===== src/rtl/fuzzy_pkg.sv =====
// Shared types and constants for the multi-set trapezoidal fuzzifier.
// The build-time parameters live here so that every file sees the same widths.
package fuzzy_pkg;

  localparam int IN_W      = 4;
  localparam int LONGBIT_W = 10;
  localparam int NUM_SETS  = 4;
  localparam int SET_IDX_W = (NUM_SETS > 1) ? $clog2(NUM_SETS) : 1;
  localparam int LEVEL_W   = $clog2(LONGBIT_W + 1);
  localparam int ARITH_W   = IN_W + LEVEL_W + 1;

  localparam int FLAG_UP   = 2;
  localparam int FLAG_CORE = 1;
  localparam int FLAG_DOWN = 0;

  typedef logic [IN_W-1:0]      in_t;
  typedef logic [LONGBIT_W-1:0] longbit_t;
  typedef logic [2:0]           flag_t;
  typedef logic [SET_IDX_W-1:0] set_idx_t;
  typedef logic [LEVEL_W-1:0]   level_t;
  typedef logic [ARITH_W-1:0]   arith_t;

  typedef struct packed {
    in_t n0;
    in_t n1;
    in_t n2;
    in_t n3;
  } node_set_t;

  typedef enum logic [1:0] {
    IDLE = 2'd0,
    EVAL = 2'd1,
    HOLD = 2'd2
  } state_t;

  localparam node_set_t NODE_RST = '{n0: in_t'(0), n1: in_t'(1), n2: in_t'(2), n3: in_t'(3)};
  localparam set_idx_t  LAST_IDX = set_idx_t'(NUM_SETS - 1);

  function automatic level_t popCount(input longbit_t v);
    level_t c;
    c = '0;
    for (int i = 0; i < LONGBIT_W; i++) c = c + level_t'(v[i]);
    return c;
  endfunction

endpackage


===== src/rtl/fuzzy_trap_eval.sv =====
// Combinational evaluation of one crisp sample against one trapezoid.
// Produces region flags and a thermometer-coded membership word.
module fuzzy_trap_eval
  import fuzzy_pkg::*;
(
  input  in_t       X,
  input  node_set_t Nodes,
  output logic      IsHit,
  output flag_t     LocalFlag,
  output longbit_t  LongBitData,
  output logic      ErrorReturn
);

  arith_t   xA, n0A, n1A, n2A, n3A;
  longbit_t riseCode, fallCode;

  assign xA  = arith_t'(X);
  assign n0A = arith_t'(Nodes.n0);
  assign n1A = arith_t'(Nodes.n1);
  assign n2A = arith_t'(Nodes.n2);
  assign n3A = arith_t'(Nodes.n3);

  // Cross-multiplied ramp compare; a degenerate edge has zero span, so every bit is set.
  always_comb begin
    riseCode = '0;
    fallCode = '0;
    for (int j = 0; j < LONGBIT_W; j++) begin
      riseCode[j] = ((xA - n0A) * arith_t'(LONGBIT_W)) >= (arith_t'(j + 1) * (n1A - n0A));
      fallCode[j] = ((n3A - xA) * arith_t'(LONGBIT_W)) >= (arith_t'(j + 1) * (n3A - n2A));
    end
  end

  // NOTE: every output gets a default before any branch, so no path can infer a latch.
  always_comb begin
    IsHit       = 1'b0;
    LocalFlag   = '0;
    LongBitData = '0;
    ErrorReturn = (Nodes.n0 > Nodes.n1) || (Nodes.n1 > Nodes.n2) || (Nodes.n2 > Nodes.n3);
    if (!ErrorReturn) begin
      if (X < Nodes.n0 || X > Nodes.n3) begin
        IsHit = 1'b1;
      end else begin
        LocalFlag[FLAG_UP]   = (X <= Nodes.n1);
        LocalFlag[FLAG_CORE] = (X >= Nodes.n1) && (X <= Nodes.n2);
        LocalFlag[FLAG_DOWN] = (X >= Nodes.n2);
        if (LocalFlag[FLAG_DOWN])      LongBitData = fallCode;
        else if (LocalFlag[FLAG_CORE]) LongBitData = '1;
        else                           LongBitData = riseCode;
      end
    end
  end

endmodule


===== src/rtl/fuzzy_trap_mapper.sv =====
// Multi-set fuzzifier: latches one sample, then streams one membership result per set.
// Optional max-membership tracker enabled by defining FUZZY_MAX_TRACK_EN.
module fuzzy_trap_mapper
  import fuzzy_pkg::*;
(
  input  logic       Clk,
  input  logic       Rst,
  input  logic       InValid,
  output logic       InReady,
  input  in_t        InFixed,
  input  logic       CfgWe,
  input  set_idx_t   CfgSet,
  input  logic [1:0] CfgNode,
  input  in_t        CfgData,
  output logic       CfgErr,
  output logic       OutValid,
  input  logic       OutReady,
  output set_idx_t   OutSetIdx,
  output logic       OutLast,
  output logic       IsHit,
  output flag_t      LocalFlag,
  output longbit_t   LongBitData,
  output logic       ErrorReturn
`ifdef FUZZY_MAX_TRACK_EN
  ,
  output set_idx_t   MaxSetIdx,
  output level_t     MaxLevel
`endif
);

  state_t    state, nextState;
  set_idx_t  idx;
  in_t       xReg;
  node_set_t nodes [NUM_SETS];

  logic      evalHit, evalErr;
  flag_t     evalFlag;
  longbit_t  evalData;

  always_comb begin
    nextState = state;
    InReady   = 1'b0;
    OutValid  = (state == HOLD);
    unique case (state)
      IDLE: begin
        InReady = 1'b1;
        if (InValid) nextState = EVAL;
      end
      EVAL: nextState = HOLD;
      HOLD: if (OutReady) nextState = (idx == LAST_IDX) ? IDLE : EVAL;
      default: nextState = IDLE;
    endcase
  end

  // NOTE: sequential state uses non-blocking assignments so all registers update together.
  always_ff @(posedge Clk) begin
    if (Rst) state <= IDLE;
    else     state <= nextState;
  end

  fuzzy_trap_eval uEval (
    .X          (xReg),
    .Nodes      (nodes[idx]),
    .IsHit      (evalHit),
    .LocalFlag  (evalFlag),
    .LongBitData(evalData),
    .ErrorReturn(evalErr)
  );

  // NOTE: the node file is a handful of flops with defined reset contents, so it is reset like logic.
  always_ff @(posedge Clk) begin
    if (Rst) begin
      idx         <= '0;
      xReg        <= '0;
      CfgErr      <= 1'b0;
      OutSetIdx   <= '0;
      OutLast     <= 1'b0;
      IsHit       <= 1'b0;
      LocalFlag   <= '0;
      LongBitData <= '0;
      ErrorReturn <= 1'b0;
      for (int s = 0; s < NUM_SETS; s++) nodes[s] <= NODE_RST;
    end else begin
      CfgErr <= CfgWe && (state != IDLE);
      // A write on the handshake edge lands before EVAL reads the node file.
      if (state == IDLE && CfgWe && int'(CfgSet) < NUM_SETS) begin
        unique case (CfgNode)
          2'd0: nodes[CfgSet].n0 <= CfgData;
          2'd1: nodes[CfgSet].n1 <= CfgData;
          2'd2: nodes[CfgSet].n2 <= CfgData;
          2'd3: nodes[CfgSet].n3 <= CfgData;
          default: ;
        endcase
      end
      if (state == IDLE && InValid) begin
        xReg <= InFixed;
        idx  <= '0;
      end
      if (state == EVAL) begin
        OutSetIdx   <= idx;
        OutLast     <= (idx == LAST_IDX);
        IsHit       <= evalHit;
        LocalFlag   <= evalFlag;
        LongBitData <= evalData;
        ErrorReturn <= evalErr;
      end
      if (state == HOLD && OutReady && idx != LAST_IDX) idx <= idx + set_idx_t'(1);
    end
  end

`ifdef FUZZY_MAX_TRACK_EN
  set_idx_t maxIdx;
  level_t   maxLvl, curLvl;

  assign curLvl = popCount(evalData);

  // Strict greater-than keeps the lowest index on ties.
  always_ff @(posedge Clk) begin
    if (Rst || (state == IDLE && InValid)) begin
      maxIdx <= '0;
      maxLvl <= '0;
    end else if (state == EVAL && curLvl > maxLvl) begin
      maxIdx <= idx;
      maxLvl <= curLvl;
    end
  end

  assign MaxSetIdx = maxIdx;
  assign MaxLevel  = maxLvl;
`endif

endmodule

===== config.mk =====
export PLATFORM = sky130hd
export DESIGN_NAME = fuzzy_trap_mapper
export DESIGN_NICKNAME = d
export VERILOG_FILES = /design/src/rtl/fuzzy_pkg.sv /design/src/rtl/fuzzy_trap_eval.sv /design/src/rtl/fuzzy_trap_mapper.sv
export SDC_FILE = /design/constraint.sdc
export NUM_CORES = 1
export LEC_CHECK = 0
export ABC_AREA = 1
export BUFFER_PORTS_ARGS = -buffer_cell sky130_fd_sc_hd__buf_2
export CAP_MARGIN = 0
export CORE_MARGIN = 2
export CORE_UTILIZATION = 59
export CTS_BUF_LIST = sky130_fd_sc_hd__clkbuf_2
export CTS_CLUSTER_DIAMETER = 80
export CTS_CLUSTER_SIZE = 8
export DETAILED_ROUTE_END_ITERATION = 16
export GPL_ROUTABILITY_DRIVEN = 0
export HOLD_SLACK_MARGIN = 0.05
export PLACE_DENSITY = 0.77
export SYNTH_ARGS = -nofsm -noshare
export SYNTH_HDL_FRONTEND = slang
export SYNTH_SLANG_ARGS = --single-unit

===== constraint.sdc =====
create_clock -name Clk -period 8.7 [get_ports Clk]
set_clock_uncertainty 0.05 [all_clocks]
set_input_delay 1.74 -clock Clk [delete_from_list [all_inputs] [get_ports Clk]]
set_output_delay 1.74 -clock Clk [all_outputs]
set_load 0.01 [all_outputs]

==> out/results.env <==
STATUS='complete, no violations'
SYNTH_MOST_COMMON_CELL='nand2_1'
TIMING.HOLD.WORST.CLASS='reg -> reg'
CRITICAL_PATH_ARRIVAL_NS=6.14
FF_LATCH_AREA_UM2=2502
TOP_AREA_CELLS_IN_THE_SYNTHESIZED_NETLIST='ha_1 (25%), edfxtp_1 (20%), nand2_1 (12%)'
YS_FF_LATCH=93
CORE_REGION_AREA_UM2=15710
SYNTH_EDF_COUNT=64
MAXCAPVIOLATIONS=0
ROWS=46
RSZ0062_AT_GRT='no'
SYNTH_ASYNC_SR_FLOP_SHARE_PCT=0
MAXSLEWVIOLCOUNT=0
WORSTPATHMAXFANOUT=33
POST-ROUTE-PERIOD-UTIL_PCT=65.73
PROPORTION_OF_NETLIST_AREA_HELD_BY_THE_LARGEST_AREA_CONTRIBUTOR_PCT=25.00
FLOORPLAN.IO_PINS=38
POST_ROUTE_CELLS_DRIVE_ABOVE_1_SHARE_PCT=7.029
DRT-WIRELENGTH-PER-CELL_UM=14.82
PORT_BUFFERS=37
DIE_Y_UM=130.3
SYN_AREA_UM2=9408
MAX_FREQ_MHz=174.9
FILL_COUNT=1403
CTS_RESIZED=0
POWER.COMBINATIONAL.FRACTION_PCT=74.7
CRITICAL_PATH_CLASS='reg -> reg'
MAPPED_AVG_CELL_AREA_UM2=7.730
DRT_DRC_VIOLATIONS_LEFT=0
DRT_FIRST_ITER_VIOLATIONS=470
DRT-VIAS-PER-INSTANCE=5.457
NUMBER_OF_GLOBAL_ROUTE_VIAS_BEFORE_REPAIR=7758
CLOCK_TREE.HTREE_LEVEL_COUNT=3
SETUP.WORST_PATH.END_CLASS='flip-flop'
MAPPEDNETLISTNETS=1439
SWITCH_PWR_mW=1.457
GRT_MAX_DEGREE=34
GRT_ANTENNA_BEFORE_REPAIR=1
NUMCTSBUFFERS=9
POSTCTSSETUPBUFFERS=0
CTS_HOLD_BUFFERS=0
SETUP-VIOLATIONS-FINAL=0
POST-PLACE-CELLS=1452
YOSYSSEQAREASHARE_PCT=26.60
GLOBAL_ROUTE.OVERFLOW_TOTAL=0
RELSLEWSLACK_PCT=42.91
SYNTH-WARNING-COUNT=0
WORST_IR_DROP_VDD_V=0.0001053
FINALSETUPTNS_NS=0
MULTI_INPUT_AREA_UM2=6180
WIRELENGTH_MM=21.77
DIEAREA_UM2=16970
GLOBAL_ROUTE_WIRE_LENGTH_BEFORE_REPAIR_MM=36.27
CLK_TRANSITION_REPORTED_PATHS_NS=0.31
POWER.SHARE.SWITCHING_PCT=52.20
STARTING_DENSITY_OF_THE_CORE_PCT=59.87
SYN-INSTANCE-COUNT=1217
ROUTED-VIA-COUNT=8017
WORST_EP_REQUIRED_TIME_NS=9.12
TRITONCTS='built'
POST-ROUTE-UTIL_PCT=63.01
SYNTH_COMMONEST_CELLS='nand2_1 (299), ha_1 (188), inv_1 (159)'
DRT-PASS1-ITER-COUNT=5
PLACE.DETAILED.HPWL_MM=17.71
ANTENNA_LEFT=0
SYNTHFLOPTYPE='edfxtp_1'
CLOCKBUFFERDEPTH=2
WORST_HOLD_SLACK_NS=0.4286
DIE_WIDTH_UM=130.3
FINALHOLDVIOLATIONS=0
FINALCRITICALPERIOD_NS=5.719
CLOCK_NETWORK_LATENCY_TO_THE_LATER_PIN_OF_THE_WORST_SKEW_PAIR_NS=0.61
CLOCKROOTBUFFER='clkbuf_2'
STARTPOINT_TYPE='flip-flop'
CLOCK-SINKS=93
SYNTH_CELL_TYPES=42
PWR-SHARE-SEQ_PCT=17.9
FINALNETCOUNT=1469
SYNTH_LARGEST_AREA_CELL='ha_1'
GROUTE.USAGE.OVERALL_PCT=27.15
INTERNAL_POWER_mW=1.335
POWER.DENSITY_CELL_AREA_nW_PER_UM2=282.0
TIMING_WORST_SLEW_PIN_VALUE_NS=0.8502
CELLLEAKAGEPOWER_nW=4.943
LAYOUT.CELLS.NON_FILLER=1469
AREA_GROWTH_SYN_TO_LAYOUT_PCT=5.240
PWR-SHARE-CLK_PCT=7.4
[power by group through the flow]
stage | clock network [mW] | registers [mW] | logic [mW]
floorplan | 0 | 0.507 | 1.60
CTS | 0.211 | 0.500 | 2.07
global route | 0.224 | 0.502 | 2.44
global placement | 0 | 0.510 | 1.99
finish | 0.207 | 0.501 | 2.08
detailed placement | 0 | 0.510 | 2.06
[routing by layer]
layer / GRT usage (%) / vias up / share of wire (%)
met5: 0 / - / 0
met4: 10.37 / 0 / 2.6
met3: 3.362 / 41 / 4.7
met2: 47.03 / 224 / 48
met1: 34.74 / 3640 / 44
li1: - / 4112 / -
[through the flow]
step,total power [mW],worst slack (ns),instance area (um2)
6_report,2.792,2.981,9901
3_3_place_gp,2.504,3.161,9797
3_5_place_dp,2.570,3.075,9797
4_1_cts,2.786,2.999,9898
5_1_grt,3.166,2.427,9901
2_1_floorplan,2.104,4.166,9408
[final cells by class]
cell class,count,share of cell area [%]
multi-input combinational,932,62.42
inverter,173,6.584
antenna,1,0.02527
timing repair buffer,38,1.946
tap,216,2.730
clock inverter,7,0.5687
clock buffer,9,0.4549
sequential,93,25.27
[placed cells by master (no fill, tap or decap), types with 17 or more instances in the layout]
master	count
dfxtp_1	29
nand4_1	21
buf_2	37
nor2_1	119
nand3_1	51
edfxtp_1	64
a21oi_1	97
fa_1	17
inv_1	159
ha_1	188
nand2_1	299
o21ai_0	39
xor2_1	21
[final timing paths]
path,start,end,slack (ns),depth (start not counted)
max,flip-flop,LongBitData[0]$_SDFFE_PP0N_,2.98,24
min,LongBitData[9]$_SDFFE_PP0N_,LongBitData[9]$_SDFFE_PP0N_,0.43,2
max reg2reg,flip-flop,LongBitData[0]$_SDFFE_PP0N_,2.98,24
min reg2reg,LongBitData[9]$_SDFFE_PP0N_,LongBitData[9]$_SDFFE_PP0N_,0.43,2
[critical path, cell delays in order, from the launching register on]
cell,delay [ns]
dfxtp_1,0.36
buf_4,0.22
inv_1,0.63
o21ai_0,0.16
o22ai_1,0.48
ha_1,0.35
a31oi_1,0.20
xor2_1,0.16
inv_1,0.09
ha_1,0.29
ha_1,0.16
inv_1,0.05
fa_1,0.39
nor2_1,0.12
o21ai_0,0.10
xnor2_1,0.43
ha_1,0.38
nand2_1,0.25
inv_1,0.14
a21oi_1,0.23
nand3_1,0.10
nor2_1,0.10
nor2_1,0.06
nand2_1,0.06
a21oi_1,0.05
[logic make-up after synthesis]
| family | Yosys count | share of synthesized area, % |
|---|---|---|
| AOI/OAI and AO/OA | 169 | 10.05 |
| xor gates and xnor gates | 36 | 3.352 |
| adders and majority gates | 205 | 28.62 |
| buffers and inverters | 192 | 7.714 |
| DFF | 93 | 26.60 |
| and+or+nand+nor | 522 | 23.66 |
[sequential cells by signal, indices dropped and copies added, names as in the netlist, named ones only]
register     flops
nodes           64
LongBitData     10
xReg             4
LocalFlag        3
OutSetIdx        2
idx              2
state            2
CfgErr           1
ErrorReturn      1
IsHit            1
OutLast          1
Note: power is estimated with default switching activity, not from simulation.
